**src/rtl/vector_mem_reader_if.sv**
```systemverilog
// Request/response and data-memory signals of the 16-lane vector load unit.
interface vector_mem_reader_if #(
  parameter int unsigned PIX_SIZE = 8
);
  logic                 START;
  logic [15:0]          Addr;
  logic                 BUSY;
  logic                 VALID;
  logic [15:0][15:0]    RD;
  logic [15:0]          MEM_ADDR;
  logic                 MEM_RE;
  logic [PIX_SIZE-1:0]  MEM_RD;
  logic                 ERR;

  modport slave (
    input  START, Addr, MEM_RD,
    output BUSY, VALID, RD, MEM_ADDR, MEM_RE, ERR
  );

  modport master (
    output START, Addr, MEM_RD,
    input  BUSY, VALID, RD, MEM_ADDR, MEM_RE, ERR
  );
endinterface

```
**src/rtl/vector_mem_reader.sv**
```systemverilog
// Loads 16 strided bytes into 16 zero-extended 16-bit lanes, one issue per cycle.
// Define VLOAD_BOUNDS_EN to suppress and flag reads beyond IMAGE_WIDTH*IMAGE_HEIGHT.
module vector_mem_reader #(
  parameter int unsigned IMAGE_WIDTH  = 120,
  parameter int unsigned IMAGE_HEIGHT = 120,
  parameter int unsigned PIX_SIZE     = 8,
  parameter int unsigned STRIDE       = 8
) (
  input logic                CLK,
  input logic                RST_N,
  vector_mem_reader_if.slave bus
);

`ifdef VLOAD_BOUNDS_EN
  localparam bit BoundsEn = 1'b1;
`else
  localparam bit BoundsEn = 1'b0;
`endif

  localparam int unsigned MemDepth = IMAGE_WIDTH * IMAGE_HEIGHT;
  localparam logic [15:0] StrideW  = 16'(STRIDE);

  typedef enum logic [1:0] {StIdle, StIssue, StDrain, StDone} state_e;

  state_e               state_q, state_d;
  logic [15:0]          base_q;
  logic [15:0]          mem_addr_q;
  logic [3:0]           cnt_q;
  logic [14:0][15:0]    lane_q;
  logic [15:0][15:0]    rd_q;
  logic                 err_q;
  logic                 oob_prev_q;
  logic                 oob_now;
  logic [PIX_SIZE-1:0]  mem_rd;
  logic [15:0]          lane_data;

  assign mem_rd    = bus.MEM_RD;
  assign oob_now   = BoundsEn && ({16'd0, mem_addr_q} >= MemDepth);
  // Data on MEM_RD belongs to the slot issued in the previous cycle.
  assign lane_data = oob_prev_q ? 16'd0 : 16'(mem_rd);

  always_ff @(posedge CLK) begin
    if (!RST_N) begin
      state_q <= StIdle;
    end else begin
      state_q <= state_d;
    end
  end

  always_comb begin
    state_d = state_q;
    unique case (state_q)
      StIdle:  if (bus.START) state_d = StIssue;
      StIssue: if (cnt_q == 4'd15) state_d = StDrain;
      StDrain: state_d = StDone;
      StDone:  state_d = StIdle;
      default: state_d = StIdle;
    endcase
  end

  always_comb begin
    bus.BUSY   = 1'b0;
    bus.VALID  = 1'b0;
    bus.MEM_RE = 1'b0;
    unique case (state_q)
      StIdle:  ;
      StIssue: begin
        bus.BUSY   = 1'b1;
        bus.MEM_RE = !oob_now;
      end
      StDrain: bus.BUSY = 1'b1;
      StDone: begin
        bus.BUSY  = 1'b1;
        bus.VALID = 1'b1;
      end
      default: ;
    endcase
  end

  assign bus.MEM_ADDR = mem_addr_q;
  assign bus.RD       = rd_q;
  assign bus.ERR      = err_q;

  always_ff @(posedge CLK) begin
    if (!RST_N) begin
      base_q     <= '0;
      mem_addr_q <= '0;
      cnt_q      <= '0;
      lane_q     <= '0;
      rd_q       <= '0;
      err_q      <= 1'b0;
      oob_prev_q <= 1'b0;
    end else begin
      unique case (state_q)
        StIdle: begin
          if (bus.START) begin
            base_q     <= bus.Addr;
            mem_addr_q <= bus.Addr;
            cnt_q      <= 4'd0;
            err_q      <= 1'b0;
          end
        end
        StIssue: begin
          oob_prev_q <= oob_now;
          if (oob_now) err_q <= 1'b1;
          if (cnt_q != 4'd0) lane_q[cnt_q - 4'd1] <= lane_data;
          // The last issued address stays on MEM_ADDR after the final slot.
          if (cnt_q != 4'd15) begin
            cnt_q      <= cnt_q + 4'd1;
            mem_addr_q <= base_q + StrideW * {12'd0, cnt_q + 4'd1};
          end
        end
        StDrain: rd_q <= {lane_data, lane_q};
        StDone:  ;
        default: ;
      endcase
    end
  end

endmodule
```
**src/flat_wrapper.sv**
```systemverilog
// flat-port wrapper written by rule: the top's interface ports become plain ports
module vector_mem_reader_flat 
#(
  parameter int unsigned IMAGE_WIDTH  = 120,
  parameter int unsigned IMAGE_HEIGHT = 120,
  parameter int unsigned PIX_SIZE     = 8,
  parameter int unsigned STRIDE       = 8
)
  (CLK, RST_N, bus_START, bus_Addr, bus_MEM_RD, bus_BUSY, bus_VALID, bus_RD, bus_MEM_ADDR, bus_MEM_RE, bus_ERR);
  vector_mem_reader_if #(.PIX_SIZE(PIX_SIZE)) bus_i ();
  input logic CLK;
  input logic RST_N;
  input wire logic [$bits(bus_i.START)-1:0] bus_START;
  input wire logic [$bits(bus_i.Addr)-1:0] bus_Addr;
  input wire logic [$bits(bus_i.MEM_RD)-1:0] bus_MEM_RD;
  output wire logic [$bits(bus_i.BUSY)-1:0] bus_BUSY;
  output wire logic [$bits(bus_i.VALID)-1:0] bus_VALID;
  output wire logic [$bits(bus_i.RD)-1:0] bus_RD;
  output wire logic [$bits(bus_i.MEM_ADDR)-1:0] bus_MEM_ADDR;
  output wire logic [$bits(bus_i.MEM_RE)-1:0] bus_MEM_RE;
  output wire logic [$bits(bus_i.ERR)-1:0] bus_ERR;
  assign bus_i.START = bus_START;
  assign bus_i.Addr = bus_Addr;
  assign bus_i.MEM_RD = bus_MEM_RD;
  assign bus_BUSY = bus_i.BUSY;
  assign bus_VALID = bus_i.VALID;
  assign bus_RD = bus_i.RD;
  assign bus_MEM_ADDR = bus_i.MEM_ADDR;
  assign bus_MEM_RE = bus_i.MEM_RE;
  assign bus_ERR = bus_i.ERR;
  vector_mem_reader #(.IMAGE_WIDTH(IMAGE_WIDTH), .IMAGE_HEIGHT(IMAGE_HEIGHT), .PIX_SIZE(PIX_SIZE), .STRIDE(STRIDE)) u_core (.CLK(CLK), .RST_N(RST_N), .bus(bus_i));
endmodule
```
**config.mk**
```make
export PLATFORM = sky130hd
export DESIGN_NAME = vector_mem_reader_flat
export DESIGN_NICKNAME = d
export VERILOG_FILES = /design/src/rtl/vector_mem_reader_if.sv /design/src/rtl/vector_mem_reader.sv /design/src/flat_wrapper.sv
export SDC_FILE = /design/constraint.sdc
export NUM_CORES = 1
export LEC_CHECK = 0
export BUFFER_PORTS_ARGS = -buffer_cell sky130_fd_sc_hd__buf_4
export CAP_MARGIN = 5
export CORE_MARGIN = 2
export CORE_UTILIZATION = 30
export DETAILED_ROUTE_END_ITERATION = 8
export PLACE_DENSITY = 0.5
export SLEW_MARGIN = 15
export SYNTH_ARGS = -nofsm -noshare
export SYNTH_HDL_FRONTEND = slang
export SYNTH_SLANG_ARGS = --single-unit
```
**constraint.sdc**
```tcl
create_clock -name CLK -period 2.35 [get_ports CLK]
set_clock_uncertainty 0.05 [all_clocks]
set_input_delay 0.235 -clock CLK [delete_from_list [all_inputs] [get_ports CLK]]
set_output_delay 0.235 -clock CLK [all_outputs]
set_load 0.03 [all_outputs]
```
# After elaboration in Yosys (flattened, before gate mapping)
# Index checks and enable logic that the tools add are counted.
[op_classes] add_sub_neg=3 magnitude_cmp=2 eq_ne=8 mux=15 reduce_logical=9
[ops] op="240-bit bitwise mux" count=1
[ops] op="16-bit demux with 4-bit select" count=1
[ops] op="16-bit 2-to-1 mux" count=3
[ops] op="16-bit one-hot mux with 2 select lines" count=1
[ops] op="16-bit by 7-bit adder with 16-bit output" count=1
[ops] op="4-bit 2-to-1 mux" count=2
[ops] op="2-bit one-hot mux with 4 select lines" count=1
[ops] op="4-bit one-hot mux with 2 select lines" count=1
[ops] op="2-bit AND reduction" count=3
[ops] op="4-bit by 5-bit < comparator with 1-bit output (second input constant)" count=1
[ops] op="4-bit by 1-bit adder with 4-bit output (second input constant)" count=1
[ops] op="2-bit == test (second input constant)" count=2
[ops] op="4-bit == test (second input constant)" count=1
[ops] op="4-bit by 1-bit greater-or-equal comparator with 1-bit output (second input constant)" count=1
[ops] op="2-bit 2-to-1 mux" count=2
[ops] op="2-bit by 1-bit inequality test with 1-bit output (second input constant)" count=2
[ops] op="4-bit inequality test (second input constant)" count=1
[ops] op="4-bit nonzero test" count=1
[ops] op="4-bit by 1-bit subtractor with 4-bit output (second input constant)" count=1
[ops] op="1-bit 2-to-1 mux" count=3
[ops] op="3-bit AND reduction" count=1
[ops] op="3-bit OR reduction" count=1
[ops] op="2-bit by 1-bit == test with 1-bit output (second input constant)" count=1
[ops] op="2-bit logical NOT" count=1
[ops] op="other kinds (3)" count=3
[word_totals] register_bits=526 output_inout_bits=276

# Logic depth before layout (Yosys ltp)
# Gate-level depths: netlist of run 1.
[depth] word_depth=6 ltp_mapped=9 mapped_depth_nobuf=9

# Worst setup path before layout of run 1
# Ideal clock, no wire load.
[synth_path] path_kind="reg2reg" start="register u_core.cnt_q[0]" end="register u_core.mem_addr_q[9] (netlist: u_core.bus.MEM_ADDR[9])" setup_ps=101 arrival_ps=2067 slack_ps=132 path_stages_with_launch=9 period_less_slack_ps=2218 cell_sequence="dfxtp_1 inv_1 ha_1 inv_1 fa_1 nor2b_1 o31a_1 a211oi_1 o41ai_1"
[synth_between] elab_chain_len=4 word_cells_on_any_way=7
[synth_lines] item="from (decl)" line_no="vector_mem_reader.sv:28" text="logic [3:0] cnt_q;"
[synth_lines] item="from (signal assigned)" line_no="vector_mem_reader.sv:109" text="cnt_q <= cnt_q + 4'd1;"
[synth_lines] item="4-bit by 1-bit adder with 4-bit output" line_no="vector_mem_reader.sv:110" text="mem_addr_q <= base_q + StrideW * {12'd0, cnt_q + 4'd1};"
[synth_lines] item="16-bit by 7-bit adder with 16-bit output" line_no="vector_mem_reader.sv:110"
[synth_lines] item="16-bit 2-to-1 mux" line_no="vector_mem_reader.sv:108" text="if (cnt_q != 4'd15) begin"
[synth_lines] item="16-bit one-hot mux with 2 select lines" line_no="vector_mem_reader.sv:94" text="unique case (state_q)"
[synth_lines] item="to (signal assigned)" line_no="vector_mem_reader.sv:98" text="mem_addr_q <= bus.Addr;"
[synth_lines] item="to (signal assigned)" line_no="vector_mem_reader.sv:110"
[synth_lines] item="to (decl)" line_no="vector_mem_reader.sv:27" text="logic [15:0] mem_addr_q;"
# Several ways; a longest one is shown, not always the timed one. The select of a mux whose other input is x is not followed.
# A chain may end at the register's enable or synchronous reset.

# Worst setup path after layout of run 1
# Same ends and word-level chain as after synthesis.

==> impl_metrics.json, run 1 <==
{
  "max_cap_viol_count": 0,
  "setup_violations": 0,
  "cp_cell_sequence": "ha_1, xor2_1, ha_1, nor2b_2, o31a_1, and4_1, o41ai_1",
  "routed-via-count": 8318,
  "start_kind": "flop",
  "grt_overflow": 0,
  "area_delta_synth_final_pct": 23.6,
  "r2r_slack_ns": 0.12,
  "whs_ns": 0.0365,
  "die_y_um": 204,
  "critPathMaxFanout": 6,
  "clkTransAtPathRegs_ns": 0.07,
  "track_usage": 0.143,
  "worstPathArrival_ns": 2.67,
  "r2r-start": "u_core.cnt_q[0]",
  "finalHoldViolations": 0,
  "slew_viol_final": 0,
  "numCtsBuffers": 31,
  "grt_pass1_wl_um": 46500,
  "core_mm2": 0.0397,
  "setup_slack_ns": 0.123,
  "num_rows": 73,
  "syn_area_mm2": 0.0121,
  "start_util": 0.303,
  "pin_count": 303,
  "status": "finished clean",
  "seq_area_frac_synth": 0.475,
  "max-slew-margin-rel": 0.560,
  "fin_nets": 1446,
  "critPathCaptureType": "flop",
  "drc": 0,
  "routed_wl_um": 30900,
  "floorplan.die_area_mm2": 0.0418,
  "hold_start": "bus_MEM_RD[7]",
  "cts_buffer_depth": 3,
  "required_ns": 2.79,
  "crit_top_cell": "ha_1",
  "drtIter0Drc": 341,
  "p_per_area_mw_per_mm2": 910,
  "ys_types": 54,
  "synth_cells": 1213,
  "wl_per_cell_um": 15.8,
  "cts-root-buf": "clkbuf_16",
  "timing.setup.tns_ns": 0,
  "power.leakage_uw": 0.00639,
  "portBuffers": 173,
  "fin_crit_sh": 0.947,
  "ant_nets": 0,
  "critPathSlowestCell": "o31a_1",
  "n_antenna_cell": 0,
  "synth_top_flop_cell": "dfxtp_1",
  "fin_crit_ns": 2.23,
  "place_congestion": 0.805,
  "drive_above_1_share": 0.198,
  "tritoncts": "done",
  "rsz0062_at_grt": "false",
  "fmaxAchievable_mhz": 449,
  "die_w_um": 204,
  "clock_sinks": 286,
  "final_util": 0.375,
  "min_path_type": "input port to flop",
  "cp-startpoint": "u_core.cnt_q[0]",
  "dr.pass1.iters": 4,
  "postSynthAreaPerCell_um2": 9.94,
  "grt_pass1_vias": 7766,
  "grt_start_max_net_pins": 94,
  "yosys_warnings": 0,
  "power_uw": 13600,
  "synth-seq-cells": 286,
  "async_reset_ff_frac": 0,
  "dpl.hpwl_um": 20700,
  "max_stage_delay_ns": 0.36,
  "critPathKind": "flop to flop",
  "ir_drop_v": 0.000570,
  "ctsHtreeMaxLevel": 1,
  "worst_pin_slew_ns": 0.659,
  "viasPerCell": 4.26,
  "insertion_delay_ns": 0.59,
  "synth-edff-count": 0,
  "antenna_found_initial": 0,
  "pre_cts_ws_ns": 0.0277
}
## cell usage after synthesis, types with 2 or more instances
cell type | n | share of area
a21boi_0 | 13 | 0.0081
a21oi_1 | 19 | 0.0079
a41oi_1 | 2 | 0.0015
and3_1 | 4 | 0.0021
and4_1 | 2 | 0.0015
buf_1 | 4 | 0.0012
buf_2 | 15 | 0.0062
buf_4 | 131 | 0.082
clkbuf_1 | 47 | 0.015
dfxtp_1 | 286 | 0.47
ha_1 | 15 | 0.016
inv_1 | 10 | 0.0031
inv_2 | 2 | 0.00062
mux2i_1 | 254 | 0.21
nand2_1 | 128 | 0.040
nand2b_1 | 2 | 0.0010
nand3_1 | 11 | 0.0046
nand3_4 | 4 | 0.0058
nand3b_1 | 2 | 0.0012
nand4_1 | 2 | 0.0010
nand4_2 | 3 | 0.0031
nor2_1 | 166 | 0.052
nor2_4 | 4 | 0.0037
nor2_8 | 4 | 0.0066
nor2b_1 | 30 | 0.016
o211a_1 | 5 | 0.0042
o211ai_1 | 4 | 0.0025
o21ai_0 | 10 | 0.0042
o21ai_1 | 2 | 0.00083
or3_1 | 2 | 0.0010
xnor2_1 | 2 | 0.0015
xor2_1 | 6 | 0.0044
## critical path: cells and delay by family (launching register included)
kind / cells / cell delay (ns)
compound gates: 2 / 0.64
fa+ha+maj: 2 / 0.55
simple gates: 2 / 0.41
flops: 1 / 0.34
xor+xnor: 1 / 0.15
## final cells by class
cell class,instances,area (um^2)
inverters,12,50.0
fillers,4021,24800
clock inverters,15,204
multi-input cells,846,5550
flip-flops and latches,286,5730
repair buffers,226,1840
clock buffers,42,877
well taps,525,657
## registers in the layout, summed over array words and instances (netlist names)
signal               count
u_core.base_q           16
u_core.bus.MEM_ADDR     16
u_core.bus.RD          128
u_core.cnt_q             4
u_core.lane_q          120
u_core.state_q           2
## report_power, final
group / switching (uW) / total (uW) / leakage [uW] / internal [uW]
sequential: 163 / 5240 / 0.00231 / 5080
clock: 2070 / 5140 / 0.000539 / 3070
combinational: 2040 / 3190 / 0.00354 / 1150
total: 4270 / 13600 / 0.00639 / 9300
## through the flow
stage | instance area, um^2 | instances
after floorplan | 12500 | 1341
after global placement | 13500 | 1869
after detailed placement | 13500 | 1869
after CTS | 14900 | 1949
after global routing | 14900 | 1952
final | 14900 | 1952
## final timing paths
path / end / cells past startpoint
worst min register to register: u_core.lane_q[145] / 2
worst max register to register: u_core.bus.MEM_ADDR[9] / 7
worst max-delay path: u_core.bus.MEM_ADDR[9] / 7
worst min-delay path: u_core.lane_q[231] / 3
## repair_timing
action | 4_1_cts | 5_1_grt
endpoints found under the setup margin | 0 | 55
hold buffers | 23 | 0
endpoints found under the hold margin | 77 | 0
gates resized for setup | 0 | 5
setup buffers | 0 | 3
## logic make-up (layout without fill, tap and decap cells)
kind of cell | after synthesis | in the layout | synth area share
buffers and inverters | 209 | 295 | 0.107
multiplexers | 254 | 254 | 0.211
flip-flops | 286 | 286 | 0.475
adder cells (fa/ha/maj) | 16 | 16 | 0.0172
other | 1 | 129 | 0.000311
AND/OR/NAND/NOR | 369 | 369 | 0.142
XOR/XNOR | 8 | 8 | 0.00581
AO/OA/AOI/OAI | 70 | 70 | 0.0419
## per-layer routing
| metal | track usage | share of wire |
|---|---|---|
| met4 | 0.0285 | 0.016 |
| met3 | 0.0472 | 0.073 |
| met2 | 0.229 | 0.45 |
| met5 | 0 | 0 |
| met1 | 0.187 | 0.46 |
## layout by cell type (no fill, tap or decap), types with 11 or more instances in the layout
cell,n
ha_1,13
dfxtp_1,284
dlygate4sd3_1,23
buf_4,196
nand3_1,11
conb_1,129
nor2_1,166
nor2b_1,29
a21oi_1,19
clkbuf_16,31
mux2i_1,254
a21boi_0,13
nand2_1,128
(Power assumes the default switching activity.)
==> inputs of run 2 (changes only) <==
CORE_MARGIN = default   (was 2)
==> run 2 against run 1 <==
Largest cell class unchanged. Combinational power about the same. Utilization decreased by 0.11 points. Highest routed layer unchanged. Critical endpoint unchanged. Global-route usage increased by 0.75 points. Via count about the same. Worst hold slack improved by 0.030 ns. First-iteration DRC count decreased by 8.5%. The flow now finishes with violations (design-rule violations). Sequential cell count unchanged. Setup slack got worse by 0.036 ns. Clock-buffer cell count increased by 5. Design area decreased by 0.51%.
==> impl_metrics.json, run 2 (synthesized netlist as in run 1, its figures left out) <==
{
  "setup_slack_ns": 0.0874,
  "p_per_area_mw_per_mm2": 902,
  "clock_sinks": 286,
  "drc": 2,
  "n_antenna_cell": 0,
  "start_kind": "flop",
  "nFillCells": 4004,
  "ir_drop_v": 0.000392,
  "dpl.hpwl_um": 20700,
  "power.leakage_uw": 0.00636,
  "start_util": 0.304,
  "grt_start_max_net_pins": 104,
  "cts_buffer_depth": 3,
  "viasPerCell": 4.27,
  "setup_violations": 0,
  "drtIter0Drc": 312,
  "pin_count": 303,
  "worstPathArrival_ns": 2.62,
  "wl_per_cell_um": 16.1,
  "grt_pass1_vias": 7872,
  "die_w_um": 202,
  "r2r_slack_ns": 0.09,
  "worst_pin_slew_ns": 0.618,
  "hold_start": "bus_MEM_RD[4]",
  "antenna_found_initial": 0,
  "power_uw": 13400,
  "grt_overflow": 0,
  "status": "complete, but fails checks",
  "final_cell_mix": "dfxtp_1 (284), mux2i_1 (254), buf_4 (204)",
  "ctsHtreeMaxLevel": 2,
  "place_congestion": 0.792,
  "area_delta_synth_final_pct": 23.0,
  "track_usage": 0.150,
  "finalHoldViolations": 0,
  "cts-root-buf": "clkbuf_16",
  "fin_crit_ns": 2.26,
  "tritoncts": "done",
  "num_rows": 73,
  "grt_pass1_wl_um": 47500,
  "critPathCaptureType": "flop",
  "multiInputGateArea_mm2": 0.00557,
  "required_ns": 2.71,
  "violations": "design-rule violations",
  "cp-startpoint": "u_core.cnt_q[0]",
  "max_cap_viol_count": 0,
  "fmaxAchievable_mhz": 442,
  "drive_above_1_share": 0.202,
  "die_y_um": 202,
  "floorplan.die_area_mm2": 0.0410,
  "largest_reg_flops": 128,
  "max-slew-margin-rel": 0.587,
  "portBuffers": 173,
  "ant_nets": 0,
  "fin_crit_sh": 0.963,
  "dp.cells": 1873,
  "insertion_delay_ns": 0.52,
  "core_mm2": 0.0396,
  "critPathKind": "flop to flop",
  "final_common_cell": "dfxtp_1",
  "fin_nets": 1449,
  "r2r-start": "u_core.cnt_q[0]",
  "slew_viol_final": 0,
  "regArea_mm2": 0.00573,
  "clkTransAtPathRegs_ns": 0.06,
  "routed_wl_um": 31400,
  "min_path_type": "input port to flop",
  "numCtsBuffers": 34,
  "pre_cts_ws_ns": 0.0357,
  "routed-via-count": 8325,
  "fin_cells": 1949,
  "critPathMaxFanout": 6,
  "dr.pass1.iters": 6
}
run 2: metal layers:
metal / up-vias / track usage / share of wire
met4: 0 / 0.0400 / 0.020
li1: 4160 / - / -
met5: - / 0 / 0
met3: 47 / 0.0470 / 0.069
met1: 3882 / 0.199 / 0.47
met2: 236 / 0.235 / 0.44
run 2: power by group:
group	total, uW	leakage (uW)	internal, uW	switching, uW
Clock	4910	0.000504	2870	2040
Combinational	3220	0.00354	1160	2060
Sequential	5240	0.00231	5080	162
Total	13400	0.00636	9100	4260
run 2: path summary, 6_finish.rpt:
| check | endpoint | cells after the start |
|---|---|---|
| worst min register to register | u_core.lane_q[145] | 2 |
| worst min-delay path | u_core.lane_q[228] | 3 |
| worst max-delay path | u_core.bus.MEM_ADDR[9] | 7 |
| worst max register to register | u_core.bus.MEM_ADDR[9] | 7 |
run 2: worst max-delay path, cell delays in order (launching register included):
cell	delay, ns
dfxtp_2	0.33
ha_1	0.22
xor2_1	0.15
ha_1	0.32
nor2b_2	0.18
o31a_1	0.39
and4_1	0.23
o41ai_1	0.30
run 2: cell type report:
class / count / share of cell area
well taps: 525 / 0.0443
clock inverters: 7 / 0.00262
clock buffers: 47 / 0.0655
repair buffers: 226 / 0.122
inverters: 12 / 0.00338
multi-input cells: 846 / 0.376
flip-flops and latches: 286 / 0.386
run 2: stage by stage:
stage               area (um^2)  utilization  hold slack (ns)  TNS (ns)
global placement          13600        0.342            0.393         0
global route              14800        0.374           0.0662   -0.0282
finish                    14800        0.374           0.0662         0
CTS                       14700        0.372           0.0533         0
detailed placement        13600        0.342            0.397         0
floorplan                 12500            -            0.321         0
run 2: what timing repair did:
item | CTS | global route
endpoints found under the hold margin | 20 | 0
hold buffers | 16 | 0
buffers inserted | 0 | 6
endpoints found under the setup margin | 0 | 26
resized for setup | 0 | 9
==> inputs of run 3 (changes only) <==
ABC_AREA = 1   (was default)
==> run 3 against run 2 <==
The run now ends clean. Non-clock buffer count fell by 5. Setup slack improved by 0.10 ns. Routed wire length increased by 5.5%. Sequential cell count stayed put. Worst hold slack better by 0.049 ns. Largest cell class unchanged. Largest power group is now combinational cells.
==> impl_metrics.json, run 3 <==
{
  "grt_pass1_vias": 9166,
  "cts_buffer_depth": 3,
  "r2r_end": "u_core.lane_q[227]",
  "power_uw": 18600,
  "die_w_um": 199,
  "drtIter0Drc": 499,
  "netlist_top_cells_count": "nor2_1 (526), dfxtp_1 (286), o21ai_0 (280)",
  "num_rows": 71,
  "ys_types": 31,
  "p_sw_frac": 0.397,
  "power_switching_uw": 7360,
  "postSynthAreaPerCell_um2": 7.68,
  "ys_top_cells_by_area": "dfxtp_1 (49%), nor2_1 (17%), o21ai_0 (12%)",
  "grt_overflow": 0,
  "antenna_found_initial": 0,
  "max_cap_viol_count": 0,
  "cts-root-buf": "clkbuf_16",
  "nFillCells": 3971,
  "grt_pass1_wl_um": 51100,
  "final_common_cell": "nor2_1",
  "synth_cells": 1522,
  "ant_nets": 0,
  "drive_above_1_share": 0.173,
  "ir_drop_v": 0.000772,
  "critPathKind": "flop to flop",
  "required_ns": 2.71,
  "yosys.area.top_type": "dfxtp_1",
  "fin_nets": 1737,
  "clkTransAtPathRegs_ns": 0.06,
  "portBuffers": 173,
  "power.internal_uw": 11200,
  "worstPathArrival_ns": 2.52,
  "slew_viol_final": 0,
  "cp-startpoint": "u_core.cnt_q[1]",
  "multiInputGateArea_mm2": 0.00495,
  "routed_wl_um": 33100,
  "pin_count": 303,
  "async_reset_ff_frac": 0,
  "start_kind": "flop",
  "floorplan.die_area_mm2": 0.0398,
  "r2r_slack_ns": 0.19,
  "status": "finished clean",
  "power.leakage_uw": 0.00685,
  "min_path_type": "input port to flop",
  "fin_crit_ns": 2.16,
  "fmaxAchievable_mhz": 463,
  "n_antenna_cell": 0,
  "place_congestion": 0.776,
  "p_comb_frac": 0.364,
  "wl_per_cell_um": 14.9,
  "regArea_mm2": 0.00573,
  "dr.pass1.iters": 4,
  "viasPerCell": 4.38,
  "clock_sinks": 286,
  "synth-edff-count": 0,
  "largest_reg_flops": 128,
  "tritoncts": "done",
  "r2r-start": "u_core.cnt_q[1]",
  "core_mm2": 0.0380,
  "setup_violations": 0,
  "p_per_area_mw_per_mm2": 1290,
  "start_util": 0.307,
  "yosys_warnings": 0,
  "insertion_delay_ns": 0.52,
  "cp-endpoint": "u_core.lane_q[227]",
  "final_cell_mix": "nor2_1 (526), dfxtp_1 (285), o21ai_0 (279)",
  "die_y_um": 199,
  "syn_area_mm2": 0.0117,
  "finalHoldViolations": 0,
  "netlist.area_leader.share": 0.490,
  "grt_start_max_net_pins": 122,
  "routed-via-count": 9756,
  "synth_most_common_cell": "nor2_1",
  "timing.setup.tns_ns": 0,
  "ctsHtreeMaxLevel": 2,
  "numCtsBuffers": 35,
  "critPathCaptureType": "flop",
  "clkPwrFrac": 0.284,
  "dp.cells": 2137,
  "critPathMaxFanout": 9,
  "area_delta_synth_final_pct": 23.2,
  "synth-seq-cells": 286,
  "synth_top_flop_cell": "dfxtp_1",
  "max-slew-margin-rel": 0.590,
  "seq_power_share": 0.352,
  "reg2regPathDepth": 11,
  "drc": 0,
  "seq_area_frac_synth": 0.490,
  "fin_cells": 2229,
  "track_usage": 0.164,
  "fin_crit_sh": 0.918,
  "worst_pin_slew_ns": 0.615,
  "dpl.hpwl_um": 20700
}
[run 3: cell type report]
cell class | count | area share
flip-flops and latches | 286 | 0.398
inverters | 49 | 0.0130
clock inverters | 7 | 0.00539
repair buffers | 221 | 0.123
clock buffers | 54 | 0.0728
well taps | 511 | 0.0444
multi-input cells | 1101 | 0.344
[run 3: kinds of logic (layout without fill, tap and decap cells)]
kind of cell | Yosys count | in the layout | share of synthesized area
and+or+nand+nor | 624 | 624 | 0.215
AOI/OAI and AO/OA | 327 | 327 | 0.142
DFF | 286 | 286 | 0.490
buffers and inverters | 263 | 331 | 0.130
adders and majority gates | 16 | 16 | 0.0178
xor gates and xnor gates | 5 | 5 | 0.00535
other | 1 | 129 | 0.000321
[run 3: worst max-delay path, stage by stage, from the launching register on]
cell and delay, ns:
dfxtp_1 0.42, inv_1 0.08, buf_4 0.16, ha_1 0.22
xnor2_2 0.27, inv_1 0.14, nand2_2 0.18, nor2_4 0.06
buf_12 0.15, buf_4 0.13, o21ai_0 0.14, nor2_1 0.05
[run 3: power groups by stage]
stage	sequential [uW]	combinational (uW)	clock [uW]
2_1_floorplan	8000	3100	0
3_3_place_gp	6630	6740	0
3_5_place_dp	6630	6750	0
4_1_cts	6540	6840	5440
5_1_grt	6660	7440	5650
6_report	6530	6760	5270
[run 3: how the worst min path moves through the flow]
stage | from | to | depth (start not counted)
floorplan | bus_Addr[1] | u_core.base_q[1] | 2
global placement | u_core.lane_q[148] | u_core.bus.RD[148] | 2
detailed placement | u_core.bus.MEM_ADDR[5] | u_core.bus.MEM_ADDR[5] | 2
CTS | bus_MEM_RD[1] | u_core.lane_q[161] | 3
global route | bus_MEM_RD[6] | u_core.lane_q[102] | 3
finish | bus_MEM_RD[7] | u_core.lane_q[231] | 3
[run 3: layer usage]
metal / track usage / part of all wire
met1: 0.222 / 0.48
met2: 0.266 / 0.46
met3: 0.0336 / 0.053
met4: 0.0401 / 0.014
met5: 0 / 0
[run 3: repair_timing]
action,4_1_cts,5_1_grt
resized for setup,0,5
hold endpoints to repair,27,0
hold buffers,23,0
buffers inserted,0,8
endpoints found under the setup margin,0,113
[run 3: per-stage QoR]
step | area, um^2 | setup slack [ns] | hold slack (ns) | util
after floorplan | 12200 | 0.304 | 0.313 | -
after CTS | 14300 | 0.0393 | 0.0913 | 0.377
after detailed placement | 13000 | 0.0435 | 0.409 | 0.341
final | 14400 | 0.192 | 0.116 | 0.379
after global placement | 13000 | 0.108 | 0.411 | 0.341
after global routing | 14400 | -0.00316 | 0.107 | 0.379
